[src/rtl/user_mac_sequencer_if.sv]
// OBI read-manager and MAC operand-stream signals between the sequencer and its user-domain neighbours.
// master = sequencer side, slave = ROM interconnect plus MAC datapath side.
interface user_mac_sequencer_if #(
  parameter int AddrWidth = 32,
  parameter int DataWidth = 32
);
  logic                 obi_req;
  logic [AddrWidth-1:0] obi_addr;
  logic                 obi_gnt;
  logic                 obi_rvalid;
  logic [DataWidth-1:0] obi_rdata;
  logic                 obi_err;
  logic                 mac_clear;
  logic                 mac_valid;
  logic                 mac_ready;
  logic [15:0]          mac_a;
  logic [15:0]          mac_b;
  logic [31:0]          mac_acc;

  modport master (
    output obi_req, obi_addr, mac_clear, mac_valid, mac_a, mac_b,
    input  obi_gnt, obi_rvalid, obi_rdata, obi_err, mac_ready, mac_acc
  );

  modport slave (
    input  obi_req, obi_addr, mac_clear, mac_valid, mac_a, mac_b,
    output obi_gnt, obi_rvalid, obi_rdata, obi_err, mac_ready, mac_acc
  );
endinterface

[src/rtl/user_mac_sequencer.sv]
// User-domain MAC operand sequencer: fetches packed (a,b) words from ROM over OBI,
// streams them into the MAC datapath and captures the final accumulator.
module user_mac_sequencer #(
  parameter int AddrWidth = 32,
  parameter int DataWidth = 32,
  parameter int LenWidth  = 10
) (
  input  logic                 clk_i,
  input  logic                 rst_ni,
  input  logic                 start_i,
  input  logic [AddrWidth-1:0] base_addr_i,
  input  logic [LenWidth-1:0]  len_i,
  output logic                 busy_o,
  output logic                 done_o,
  output logic                 err_o,
  output logic [31:0]          result_o,
  user_mac_sequencer_if.master bus
);
  // state | meaning
  // IDLE  | waiting for start_i
  // CLEAR | one-cycle accumulator clear
  // REQ   | OBI request held until grant
  // WAIT  | waiting for the OBI response
  // ISSUE | operand pair offered to the MAC until ready
  // DRAIN | lets the last accepted pair reach the accumulator
  // DONE  | done pulse, result valid
  typedef enum logic [2:0] {
    S_IDLE, S_CLEAR, S_REQ, S_WAIT, S_ISSUE, S_DRAIN, S_DONE
  } state_t;

  state_t               state_q;
  logic [AddrWidth-1:0] base_q;
  logic [LenWidth-1:0]  len_q;
  logic [LenWidth-1:0]  idx_q;
  logic [LenWidth-1:0]  idx_inc;

  assign idx_inc = idx_q + LenWidth'(1);

  always_ff @(posedge clk_i or negedge rst_ni) begin
    if (!rst_ni) begin
      state_q       <= S_IDLE;
      base_q        <= '0;
      len_q         <= '0;
      idx_q         <= '0;
      busy_o        <= 1'b0;
      done_o        <= 1'b0;
      err_o         <= 1'b0;
      result_o      <= '0;
      bus.obi_req   <= 1'b0;
      bus.obi_addr  <= '0;
      bus.mac_clear <= 1'b0;
      bus.mac_valid <= 1'b0;
      bus.mac_a     <= '0;
      bus.mac_b     <= '0;
    end else begin
      done_o        <= 1'b0;
      bus.mac_clear <= 1'b0;
      case (state_q)
        S_IDLE: begin
          if (start_i) begin
            base_q        <= base_addr_i & ~AddrWidth'(3);
            len_q         <= len_i;
            idx_q         <= '0;
            err_o         <= 1'b0;
            busy_o        <= 1'b1;
            bus.mac_clear <= 1'b1;
            state_q       <= S_CLEAR;
          end
        end
        S_CLEAR: begin
          if (len_q == '0) begin
            // The accumulator is being cleared this cycle, so an empty job reports zero.
            result_o <= '0;
            done_o   <= 1'b1;
            state_q  <= S_DONE;
          end else begin
            bus.obi_req  <= 1'b1;
            bus.obi_addr <= base_q;
            state_q      <= S_REQ;
          end
        end
        S_REQ: begin
          if (bus.obi_gnt) begin
            bus.obi_req <= 1'b0;
            state_q     <= S_WAIT;
          end
        end
        S_WAIT: begin
          if (bus.obi_rvalid) begin
            if (bus.obi_err) begin
              err_o    <= 1'b1;
              result_o <= bus.mac_acc;
              done_o   <= 1'b1;
              state_q  <= S_DONE;
            end else begin
              bus.mac_a     <= bus.obi_rdata[15:0];
              bus.mac_b     <= bus.obi_rdata[DataWidth/2 +: 16];
              bus.mac_valid <= 1'b1;
              state_q       <= S_ISSUE;
            end
          end
        end
        S_ISSUE: begin
          if (bus.mac_ready) begin
            bus.mac_valid <= 1'b0;
            idx_q         <= idx_inc;
            if (idx_inc == len_q) begin
              state_q <= S_DRAIN;
            end else begin
              // Address arithmetic wraps modulo 2^AddrWidth.
              bus.obi_req  <= 1'b1;
              bus.obi_addr <= base_q + AddrWidth'({idx_inc, 2'b00});
              state_q      <= S_REQ;
            end
          end
        end
        S_DRAIN: begin
          result_o <= bus.mac_acc;
          done_o   <= 1'b1;
          state_q  <= S_DONE;
        end
        S_DONE: begin
          busy_o  <= 1'b0;
          state_q <= S_IDLE;
        end
        default: begin
          busy_o        <= 1'b0;
          bus.obi_req   <= 1'b0;
          bus.mac_valid <= 1'b0;
          state_q       <= S_IDLE;
        end
      endcase
    end
  end
endmodule

[src/flat_wrapper.sv]
// flat-port wrapper written by rule: the top's interface ports become plain ports
module user_mac_sequencer_flat 
#(
  parameter int AddrWidth = 32,
  parameter int DataWidth = 32,
  parameter int LenWidth  = 10
)
  (clk_i, rst_ni, start_i, base_addr_i, len_i, busy_o, done_o, err_o, result_o, bus_obi_req, bus_obi_addr, bus_mac_clear, bus_mac_valid, bus_mac_a, bus_mac_b, bus_obi_gnt, bus_obi_rvalid, bus_obi_rdata, bus_obi_err, bus_mac_ready, bus_mac_acc);
  user_mac_sequencer_if #(.AddrWidth(AddrWidth), .DataWidth(DataWidth)) bus_i ();
  input  logic clk_i;
  input  logic rst_ni;
  input  logic start_i;
  input  logic [AddrWidth-1:0] base_addr_i;
  input  logic [LenWidth-1:0] len_i;
  output logic busy_o;
  output logic done_o;
  output logic err_o;
  output logic [31:0] result_o;
  output wire logic [$bits(bus_i.obi_req)-1:0] bus_obi_req;
  output wire logic [$bits(bus_i.obi_addr)-1:0] bus_obi_addr;
  output wire logic [$bits(bus_i.mac_clear)-1:0] bus_mac_clear;
  output wire logic [$bits(bus_i.mac_valid)-1:0] bus_mac_valid;
  output wire logic [$bits(bus_i.mac_a)-1:0] bus_mac_a;
  output wire logic [$bits(bus_i.mac_b)-1:0] bus_mac_b;
  input wire logic [$bits(bus_i.obi_gnt)-1:0] bus_obi_gnt;
  input wire logic [$bits(bus_i.obi_rvalid)-1:0] bus_obi_rvalid;
  input wire logic [$bits(bus_i.obi_rdata)-1:0] bus_obi_rdata;
  input wire logic [$bits(bus_i.obi_err)-1:0] bus_obi_err;
  input wire logic [$bits(bus_i.mac_ready)-1:0] bus_mac_ready;
  input wire logic [$bits(bus_i.mac_acc)-1:0] bus_mac_acc;
  assign bus_obi_req = bus_i.obi_req;
  assign bus_obi_addr = bus_i.obi_addr;
  assign bus_mac_clear = bus_i.mac_clear;
  assign bus_mac_valid = bus_i.mac_valid;
  assign bus_mac_a = bus_i.mac_a;
  assign bus_mac_b = bus_i.mac_b;
  assign bus_i.obi_gnt = bus_obi_gnt;
  assign bus_i.obi_rvalid = bus_obi_rvalid;
  assign bus_i.obi_rdata = bus_obi_rdata;
  assign bus_i.obi_err = bus_obi_err;
  assign bus_i.mac_ready = bus_mac_ready;
  assign bus_i.mac_acc = bus_mac_acc;
  user_mac_sequencer #(.AddrWidth(AddrWidth), .DataWidth(DataWidth), .LenWidth(LenWidth)) u_core (.clk_i(clk_i), .rst_ni(rst_ni), .start_i(start_i), .base_addr_i(base_addr_i), .len_i(len_i), .busy_o(busy_o), .done_o(done_o), .err_o(err_o), .result_o(result_o), .bus(bus_i));
endmodule
[config.mk]
export PLATFORM = sky130hd
export DESIGN_NAME = user_mac_sequencer_flat
export DESIGN_NICKNAME = d
export VERILOG_FILES = /design/src/rtl/user_mac_sequencer_if.sv /design/src/rtl/user_mac_sequencer.sv /design/src/flat_wrapper.sv
export SDC_FILE = /design/constraint.sdc
export NUM_CORES = 1
export LEC_CHECK = 0
export CAP_MARGIN = 20
export CORE_AREA = 2 2 168 170
export DETAILED_ROUTE_END_ITERATION = 12
export DIE_AREA = 0 0 170 172
export GPL_ROUTABILITY_DRIVEN = 0
export PLACE_DENSITY = 0.6
export SLEW_MARGIN = 40
export SYNTH_ARGS = -nofsm -noshare
export SYNTH_HDL_FRONTEND = slang
export SYNTH_SLANG_ARGS = --single-unit
[constraint.sdc]
create_clock -name clk_i -period 3.2 [get_ports clk_i]
set_input_delay 0.48 -clock clk_i [delete_from_list [all_inputs] [get_ports clk_i]]
set_output_delay 0.48 -clock clk_i [all_outputs]
set_load 0.1 [all_outputs]
==> tab_implementation.tex, run 1 <==
\begin{tabular}{lr}
\hline
Metric & Value \\
\hline
\multicolumn{2}{l}{\textbf{Floorplanning}} \\
Core Footprint & 27480 um\^{}2 \\
IO Pins & 215 \\
Width of the chip & 170 um \\
Total Die Area & 29240 um\^{}2 \\
Initial core utilization & 29.64\% \\
Overall die height & 172 um \\
Row cnt & 61 \\
\multicolumn{2}{l}{\textbf{Flow run}} \\
Max-capacitance violation count & 0 \\
\multicolumn{2}{l}{\textbf{Setup path}} \\
Crit. path cell count & 12 \\
Maximum cell stage delay along the critical path & 0.45 ns \\
Endpoint arrival time on the critical path & 3.34 ns \\
Register-to-Register Path Depth & 12 \\
Slowest-stage cell, CP & dfrtp\_2 \\
Crit path launch type & register \\
CP Capture Type & register \\
List of cells traversed by the critical path & nand3\_2 > buf\_4 > nor2\_1 > xor2\_1 > ha\_1 > o21a\_1 > o21a\_1 > a31oi\_2 > buf\_4 > nor4\_1 > xnor2\_1 > a31oi\_4 \\
WP data required & 3.50 ns \\
Worst reg2reg setup slack & $\sim$0.16 ns \\
Critical path peak fanout & 8 \\
Buf/Inv on CP & 2 \\
Crit-path leading delay family & compound AO/OA/AOI/OAI gates \\
Type of the worst setup path & reg -> reg \\
\multicolumn{2}{l}{\textbf{Outcome}} \\
Outcome & finished clean \\
\multicolumn{2}{l}{\textbf{Clocking}} \\
Worst skew pair latency & 0.44 ns \\
Number of sinks on the clock net & 153 \\
H-tree lvl count & 4 \\
Clock tree from TritonCTS & done \\
CTS Root Buffer Type & clkbuf\_16 \\
Number of buffers added by the clock tree synthesis step & 17 \\
Worst-path clk slew & 0.07 ns \\
Max Buffers Root-to-Sink & 2 \\
\multicolumn{2}{l}{\textbf{Route}} \\
Detail-routed via count per cell & about 5.1 \\
Average wire length per cell after detail routing & about 17 um \\
Total number of vias & 7071 \\
WL final & 24.05 mm \\
Number of iterations in the first detailed-routing pass & 5 \\
Antenna viol nets, final & 0 \\
Drc violations & 0 \\
Starting DRT DRC Count & 464 \\
\multicolumn{2}{l}{\textbf{GRT}} \\
Wire length of the first global-routing pass & slightly below 40 mm \\
Met2 track demand over resource in global routing & 26.34\% \\
Met1 global-route usage & 22.09\% \\
Leftover overflow at the end of global routing & 0 \\
Busiest layer in global routing & met2 \\
Tot GR Track Use & 16.78\% \\
Via count of the first global-routing pass & between 6000 and 7000 \\
Antenna violations before repair & 4 \\
Largest net degree at the start of global routing & 69 \\
Met3 capacity usage during global routing & 6.157\% \\
\multicolumn{2}{l}{\textbf{Yosys}} \\
Fraction of synthesis flops using an asynchronous set or reset pin & 100.0\% \\
Number of warnings reported in the yosys synthesis log & 0 \\
Flip-flop and latch count after synthesis & 153 \\
Number of enable flip-flop cells after synthesis & 0 \\
Post-synth design cell area & 8145 um\^{}2 \\
Average instance area after synthesis & 10.17 um\^{}2 \\
Synthesized netlist cell count & $\sim$800 \\
Distinct cells, synth & 75 \\
Predominant post-synthesis flop cell & dfrtp\_1 \\
Sequential fraction of the synthesis area & 47.00\% \\
\multicolumn{2}{l}{\textbf{Timing}} \\
Worst Hold Slack & 0.04541 ns \\
Clock skew after layout & 0.01305 ns \\
Total count of max-transition violations in the final report & 0 \\
Total Neg Setup Slack & 0 ns \\
Minimum setup slack in the final design & 0.1591 ns \\
Setup violation total in the final timing report & 0 \\
Final worst-path cycle share & 95.03\% \\
Max-slew headroom at the worst pin & a little over half \\
Fin. Hold Viols & 0 \\
RSZ-0062 raised after global routing & false \\
Achievable Freq & 328.8 MHz \\
Crit path time final & between 3 and 4 ns \\
Transition time at the pin with the least slew margin & 0.6909 ns \\
\multicolumn{2}{l}{\textbf{Hold path}} \\
Worst Hold Class & in -> async \\
\multicolumn{2}{l}{\textbf{Placed design}} \\
Worst slack after detailed placement & 0.02649 ns \\
Total half-perimeter wirelength after legalization and detailed placement & between 15 and 20 mm \\
Count of port buffers added during placement & 210 \\
\multicolumn{2}{l}{\textbf{Layout}} \\
Net count of the finished layout & 1141 \\
Core utilization of the finished layout & 40.26\% \\
Commonest cells after routing, fill and taps aside & 151 x dfrtp\_1, 116 x nand2\_1, 113 x buf\_4, 109 x clkdlybuf4s50\_1, 70 x mux2\_2 \\
Fraction of layout instances using a drive strength above 1 & 27.60\% \\
Total of fill cells in the finished design & about 2700 \\
Most common cell after layout, fill and taps aside & dfrtp\_1 \\
Growth of design area from synthesis to finish & 35.79\% \\
\hline
\end{tabular}
cells by family (layout without fill, tap and decap cells):
kind of cell	Yosys count	after routing	synth area share, %
DFF	153	153	47.00
and+or+nand+nor	284	284	17.19
other	1	5	0.04604
buffers and inverters	69	296	3.948
xor gates and xnor gates	38	38	4.439
AOI/OAI and AO/OA	174	174	15.76
adders and majority gates	12	12	1.935
muxes	70	70	9.677
synth_stat cells, types with 3 or more instances:
cell type	count	area [um^2]
dfrtp_1	153	3829
nand2_1	116	435.4
mux2_2	70	788.3
o21ai_0	58	290.3
nor2_1	49	183.9
clkbuf_1	40	150.1
xnor2_1	27	236.5
nand4_1	23	143.9
o32ai_1	18	157.7
nor3_1	16	80.08
a21oi_1	14	70.07
nand3_1	14	70.07
nor4_1	14	87.58
a31oi_1	12	75.07
ha_1	11	137.6
inv_1	10	37.54
xor2_1	9	78.83
and3_1	8	50.05
buf_2	8	40.04
o211ai_1	8	60.06
and2_1	7	43.79
buf_4	7	52.55
a32o_1	6	60.06
a221o_1	5	50.05
a22o_1	5	43.79
a31oi_4	5	106.4
and4_1	5	43.79
o31ai_1	5	37.54
or3_1	5	31.28
a31oi_2	4	50.05
a211oi_1	3	22.52
a311o_1	3	30.03
o21a_1	3	22.52
o21ai_1	3	15.01
or2_2	3	18.77
or4_1	3	22.52
what timing repair did:
item / in CTS / in global routing
hold buffers: 0 / 0
endpoints found under the setup margin: 0 / 23
gates resized for setup: 0 / 14
endpoints found under the hold margin: 0 / 0
buffers inserted: 0 / 3
worst paths after layout:
check | end | startpoint
setup / recovery | u_core.bus.obi_addr[30] | u_core.idx_q[2]
hold / removal | u_core.len_q[4] | rst_ni
hold reg to reg | u_core.result_o[15] | u_core.result_o[15]
min in group clk_i | u_core.result_o[15] | u_core.result_o[15]
setup reg to reg | u_core.bus.obi_addr[30] | u_core.idx_q[2]
max in group asynchronous | u_core.base_q[10] | rst_ni
sequential cells by signal, summed over array words and instances, names as in the netlist, 3 cells and up:
signal               count
u_core.state_q           3
u_core.bus.mac_a        16
u_core.result_o         32
u_core.len_q            10
u_core.base_q           30
u_core.bus.obi_addr     30
u_core.idx_q            10
u_core.bus.mac_b        16
routing by layer:
layer / vias to the layer above / part of all wire, %
li1: 3363 / -
met1: 3403 / 44
met2: 286 / 45
met3: 19 / 9.2
met4: 0 / 1.4
met5: - / 0
final cells by class:
cell class	instances	area, um^2	area share [%]
multi-input combinational	580	4065	36.75
antenna	3	7.507	0.06787
inverter	10	37.54	0.3394
sequential	153	3831	34.64
clock buffer	18	439.2	3.971
clock inverter	14	126.4	1.143
timing repair buffer	254	2121	19.17
tap	346	432.9	3.914
stage by stage:
step	area, um^2	cells
after floorplan	8149	802
after global placement	10570	1339
after detailed placement	10420	1339
after CTS	10980	1371
after global routing	11050	1375
final	11060	1378
Power of run 1 is not shown: default switching activity piles up to over one toggle a cycle in this logic, so the estimate is an artifact.
==> run 2, diff against run 1 <==
--- a/config.mk
+++ b/config.mk
@@ -6,11 +6,12 @@
 export NUM_CORES = 1
 export LEC_CHECK = 0
 export CAP_MARGIN = 20
-export CORE_AREA = 2 2 168 170
+export CORE_AREA = 2 2 131 133
+export CTS_BUF_LIST = sky130_fd_sc_hd__clkbuf_8
 export DETAILED_ROUTE_END_ITERATION = 12
-export DIE_AREA = 0 0 170 172
+export DIE_AREA = 0 0 133 135
 export GPL_ROUTABILITY_DRIVEN = 0
-export PLACE_DENSITY = 0.6
+export PLACE_DENSITY = 0.88
 export SLEW_MARGIN = 40
 export SYNTH_ARGS = -nofsm -noshare
 export SYNTH_HDL_FRONTEND = slang
==> run 2 against run 1 <==
Cell count fell by 10%. Count of clock-buffer cells in the layout shrank 1. Setup slack worse by 0.029 ns. Die area is 39% lower. Wire length fell by 9.9%. First-iteration DRC count up 0.86%.
==> tab_implementation.tex, run 2 (synthesis results as in run 1) <==
\begin{tabular}{lr}
\hline
Metric & Value \\
\hline
\multicolumn{2}{l}{\textbf{Route}} \\
Detail-routed via count per cell & about 5.7 \\
Number of iterations in the first detailed-routing pass & 7 \\
Total number of vias & 7116 \\
Drc violations & 0 \\
Starting DRT DRC Count & approximately 470 \\
Average wire length per cell after detail routing & 17.51 um \\
WL final & 21.67 mm \\
Antenna viol nets, final & 0 \\
\multicolumn{2}{l}{\textbf{Clocking}} \\
Clock tree from TritonCTS & done \\
Max Buffers Root-to-Sink & 2 \\
Number of sinks on the clock net & 153 \\
Worst-path clk slew & 0.09 ns \\
H-tree lvl count & 4 \\
Worst skew pair latency & 0.47 ns \\
Number of buffers added by the clock tree synthesis step & 17 \\
CTS Root Buffer Type & clkbuf\_8 \\
\multicolumn{2}{l}{\textbf{Timing}} \\
Achievable Freq & 325.8 MHz \\
Worst Hold Slack & 0.4385 ns \\
Minimum setup slack in the final design & 0.1305 ns \\
Total Neg Setup Slack & 0 ns \\
Fin. Hold Viols & 0 \\
Total count of max-transition violations in the final report & 0 \\
Max-slew headroom at the worst pin & 51.61\% \\
RSZ-0062 raised after global routing & false \\
Transition time at the pin with the least slew margin & 0.7232 ns \\
Final worst-path cycle share & 95.92\% \\
Crit path time final & just over 3 ns \\
Setup violation total in the final timing report & 0 \\
Clock skew after layout & between 0.015 and 0.02 ns \\
\multicolumn{2}{l}{\textbf{GRT}} \\
Largest net degree at the start of global routing & 79 \\
Wire length of the first global-routing pass & 35.17 mm \\
Leftover overflow at the end of global routing & 0 \\
Tot GR Track Use & 24.68\% \\
Via count of the first global-routing pass & 6958 \\
Antenna violations before repair & 1 \\
\multicolumn{2}{l}{\textbf{Layout}} \\
Net count of the finished layout & about 1100 \\
Largest registers & u\_core.result\_o (32), u\_core.base\_q (30), u\_core.bus.obi\_addr (30) \\
Total of fill cells in the finished design & 1286 \\
Growth of design area from synthesis to finish & 31.06\% \\
Number of flip-flops under the largest register name & 32 \\
Area taken by flip-flops and latches & between 3000 and 4000 um\^{}2 \\
Final std cell area, no fill & 10680 um\^{}2 \\
Area of combinational cells with multiple inputs & $\sim$4000 um\^{}2 \\
Register name with the most flops & u\_core.result\_o \\
Most common cell after layout, fill and taps aside & dfrtp\_1 \\
Fraction of layout instances using a drive strength above 1 & a little over a quarter \\
Commonest cells after routing, fill and taps aside & 150 x dfrtp\_1, 116 x nand2\_1, 109 x clkdlybuf4s50\_1, 94 x buf\_4, 70 x mux2\_2 \\
\multicolumn{2}{l}{\textbf{Floorplanning}} \\
Overall die height & 135 um \\
Row cnt & 47 \\
Core Footprint & between 15000 and 20000 um\^{}2 \\
IO Pins & 215 \\
Width of the chip & 133 um \\
Initial core utilization & 49.65\% \\
Total Die Area & approximately 18000 um\^{}2 \\
\multicolumn{2}{l}{\textbf{Placed design}} \\
Count of port buffers added during placement & 210 \\
Total half-perimeter wirelength after legalization and detailed placement & 15.68 mm \\
Placed cell area & between 10000 and 15000 um\^{}2 \\
Worst slack after detailed placement & $\sim$0.12 ns \\
\multicolumn{2}{l}{\textbf{Setup path}} \\
WP data required & 3.53 ns \\
Crit-path leading delay family & compound AO/OA/AOI/OAI gates \\
List of cells traversed by the critical path & ha\_2 > nand3\_1 > nor2\_1 > xor2\_1 > ha\_1 > and2\_1 > a211o\_1 > a31oi\_1 > buf\_4 > nor3\_1 > xnor2\_1 > a31oi\_4 \\
Maximum cell stage delay along the critical path & between 0.4 and 0.5 ns \\
Buf/Inv on CP & 1 \\
CP Capture Type & register \\
Type of the worst setup path & reg -> reg \\
Slowest-stage cell, CP & dfrtp\_1 \\
Crit path launch type & register \\
Critical path peak fanout & 10 \\
Endpoint arrival time on the critical path & 3.40 ns \\
\multicolumn{2}{l}{\textbf{Outcome}} \\
Outcome & finished clean \\
\multicolumn{2}{l}{\textbf{Hold path}} \\
Worst Hold Class & in -> async \\
\multicolumn{2}{l}{\textbf{Flow run}} \\
Max-capacitance violation count & 0 \\
\hline
\end{tabular}
-- run 2: changes by cell type in the layout (fill, tap and decap cells not counted), moves of 2 or more --
cell	previous run	this run
clkbuf_8	1	17
buf_2	30	34
inv_6	7	4
buf_4	113	94
diode_2	3	1
bufinv_16	0	3
clkbuf_16	17	0
-- run 2: final cells by class --
| class | instances | share of cell area [%] |
|---|---|---|
| clock buffers | 17 | 2.192 |
| repair buffers | 242 | 19.26 |
| well taps | 220 | 2.579 |
| multi-input cells | 580 | 37.92 |
| clock inverters | 15 | 1.782 |
| flip-flops and latches | 153 | 35.90 |
| inverters | 10 | 0.3516 |
| diodes | 1 | 0.02344 |
-- run 2: worst paths after layout --
check                      depth (start not counted)                       to                 from  slack, ns
setup reg to reg                                  12  u_core.bus.obi_addr[24]      u_core.idx_q[0]       0.13
max in group asynchronous                          4      u_core.result_o[29]               rst_ni       1.85
min in group clk_i                                 2      u_core.result_o[29]  u_core.result_o[29]       0.48
hold reg to reg                                    2      u_core.result_o[29]  u_core.result_o[29]       0.48
setup / recovery                                  12  u_core.bus.obi_addr[24]      u_core.idx_q[0]       0.13
hold / removal                                     2  u_core.bus.obi_addr[20]               rst_ni       0.44
-- run 2: routing by layer --
metal	vias to the layer above	global-route usage, %	share of wire (%)
met5	-	0	0
met4	0	8.961	1.8
met3	36	8.258	9.6
met2	338	40.10	49
met1	3403	30.89	40
li1	3339	-	-
-- run 2: timing repair --
action | CTS | global route
endpoints found under the hold margin | 0 | 22
endpoints found under the setup margin | 0 | 17
hold buffers | 0 | 1
gates resized for setup | 0 | 9
buffers inserted | 0 | 0
-- run 2: per-stage QoR --
step / instances / util, %
2_1_floorplan: 802 / -
3_3_place_gp: 1203 / 63.11
3_5_place_dp: 1203 / 62.09
4_1_cts: 1235 / 64.68
5_1_grt: 1238 / 65.07
6_report: 1238 / 65.07
Power of run 2 is left out for the same reason.
==> run 3, diff against run 2 <==
--- a/config.mk
+++ b/config.mk
@@ -11,7 +11,7 @@
 export DETAILED_ROUTE_END_ITERATION = 12
 export DIE_AREA = 0 0 133 135
 export GPL_ROUTABILITY_DRIVEN = 0
-export PLACE_DENSITY = 0.88
+export PLACE_DENSITY = 0.84
 export SLEW_MARGIN = 40
 export SYNTH_ARGS = -nofsm -noshare
 export SYNTH_HDL_FRONTEND = slang
==> run 3 against run 2 <==
Flip-flop and latch count stayed put. Design area is 0.13% lower. First-iteration DRC count is 10% higher. Setup slack better by 0.0018 ns. Wire length is 1.4% lower. Sequential share of layout area hardly changed. Utilization is 0.084 points lower. Die area stayed put. Fmax hardly changed. Critical path depth stayed put.
==> tab_implementation.tex, run 3 (synthesis results as in run 1) <==
\begin{tabular}{lr}
\hline
Metric & Value \\
\hline
\multicolumn{2}{l}{\textbf{Timing}} \\
Achievable Freq & 326.0 MHz \\
Total count of max-transition violations in the final report & 0 \\
Crit path time final & 3.068 ns \\
Setup violation total in the final timing report & 0 \\
Final worst-path cycle share & 95.86\% \\
Clock skew after layout & 0.01651 ns \\
Fin. Hold Viols & 0 \\
Transition time at the pin with the least slew margin & 0.7728 ns \\
Max-slew headroom at the worst pin & 48.29\% \\
\multicolumn{2}{l}{\textbf{Route}} \\
Starting DRT DRC Count & 515 \\
Number of iterations in the first detailed-routing pass & 5 \\
Average wire length per cell after detail routing & 17.27 um \\
Antenna viol nets, final & 0 \\
WL final & $\sim$21 mm \\
Detail-routed via count per cell & approximately 5.7 \\
Drc violations & 0 \\
Total number of vias & 7076 \\
\multicolumn{2}{l}{\textbf{Setup path}} \\
Type of the worst setup path & reg -> reg \\
WP data required & 3.51 ns \\
CP Capture Type & register \\
Critical path peak fanout & 10 \\
Endpoint arrival time on the critical path & 3.38 ns \\
Crit path launch type & register \\
\multicolumn{2}{l}{\textbf{Layout}} \\
Final std cell area, no fill & about 11000 um\^{}2 \\
Number of antenna diodes & 0 \\
Number of flip-flops under the largest register name & 32 \\
Largest registers & u\_core.result\_o (32), u\_core.base\_q (30), u\_core.bus.obi\_addr (30) \\
Most common cell after layout, fill and taps aside & dfrtp\_1 \\
Fraction of layout instances using a drive strength above 1 & 26.35\% \\
Commonest cells after routing, fill and taps aside & 150 x dfrtp\_1, 116 x nand2\_1, 109 x clkdlybuf4s50\_1, 93 x buf\_4, 70 x mux2\_2 \\
Register name with the most flops & u\_core.result\_o \\
Net count of the finished layout & 1130 \\
Growth of design area from synthesis to finish & 30.89\% \\
\multicolumn{2}{l}{\textbf{GRT}} \\
Tot GR Track Use & 24.28\% \\
Leftover overflow at the end of global routing & 0 \\
Wire length of the first global-routing pass & 34.84 mm \\
Antenna violations before repair & 0 \\
Largest net degree at the start of global routing & 66 \\
Via count of the first global-routing pass & $\sim$6900 \\
\multicolumn{2}{l}{\textbf{Clocking}} \\
Worst-path clk slew & 0.08 ns \\
Number of buffers added by the clock tree synthesis step & 17 \\
Number of sinks on the clock net & roughly 150 \\
H-tree lvl count & 4 \\
Max Buffers Root-to-Sink & 2 \\
Post-CTS Setup Inserts & 0 \\
Worst skew pair latency & roughly 0.46 ns \\
Clock tree from TritonCTS & done \\
CTS Root Buffer Type & clkbuf\_8 \\
\multicolumn{2}{l}{\textbf{Floorplanning}} \\
Total Die Area & 17960 um\^{}2 \\
Core Footprint & between 15000 and 20000 um\^{}2 \\
Width of the chip & 133 um \\
Initial core utilization & 49.65\% \\
Row cnt & 47 \\
Overall die height & 135 um \\
IO Pins & 215 \\
\multicolumn{2}{l}{\textbf{Placed design}} \\
Placed cell area & 10180 um\^{}2 \\
Count of port buffers added during placement & 210 \\
Total half-perimeter wirelength after legalization and detailed placement & 15.14 mm \\
\multicolumn{2}{l}{\textbf{Outcome}} \\
Outcome & finished clean \\
\multicolumn{2}{l}{\textbf{Flow run}} \\
Max-capacitance violation count & 0 \\
\multicolumn{2}{l}{\textbf{Hold path}} \\
Worst Hold Class & reg -> reg \\
\hline
\end{tabular}
## run 3: path summary, 6_finish.rpt
path	startpoint	endpoint	slack [ns]	cells past startpoint
worst max register to register	u_core.idx_q[0]	u_core.bus.obi_addr[28]	0.13	12
min in group asynchronous	rst_ni	u_core.bus.obi_addr[7]	0.57	2
max in group asynchronous	rst_ni	u_core.bus.mac_a[7]	1.74	3
worst min-delay path	u_core.result_o[3]	u_core.result_o[3]	0.48	2
worst max-delay path	u_core.idx_q[0]	u_core.bus.obi_addr[28]	0.13	12
worst min register to register	u_core.result_o[3]	u_core.result_o[3]	0.48	2
## run 3: metal layers
metal  global-route usage (%)  vias to the layer above  share of wire [%]
met5                        0                        -                  0
met4                    7.467                        0                1.5
met3                    7.920                       32                9.6
met2                    38.57                      345                 47
met1                    31.82                     3361                 41
li1                         -                     3338                  -
## run 3: cell type report
| cell class | count | area, um^2 |
|---|---|---|
| sequential | 153 | 3832 |
| inverter | 10 | 37.54 |
| fill | 1305 | 5746 |
| clock buffer | 17 | 234.0 |
| clock inverter | 14 | 207.7 |
| tap | 220 | 275.3 |
| timing repair buffer | 243 | 2021 |
| multi-input combinational | 580 | 4054 |
## run 3: through the flow
stage	instances	setup TNS [ns]	hold slack [ns]	utilization [%]	setup slack, ns
floorplan	802	0	0.1844	-	0.2528
global placement	1205	0	0.4606	63.19	0.1299
detailed placement	1205	0	0.4650	62.03	0.05871
CTS	1237	0	0.4852	64.78	0.03063
global route	1237	-0.04118	0.5019	64.98	-0.04118
finish	1237	0	0.4792	64.98	0.1324
## run 3: worst max-delay path, cell delays in order, from the launching register on
cell	delay, ns
dfrtp_2	0.45
ha_2	0.28
nand3_1	0.14
nor2_2	0.19
xor2_1	0.21
ha_1	0.30
and2_1	0.18
a211o_1	0.28
a31oi_1	0.21
buf_4	0.22
nor3_1	0.08
xnor2_1	0.26
a31oi_4	0.11
## run 3: repair_timing
action                                  CTS  global route
hold endpoints to repair                 20             0
hold buffers                              1             0
endpoints found under the setup margin    0            20
gates resized for setup                   0             9
Power of run 3 is left out for the same reason.
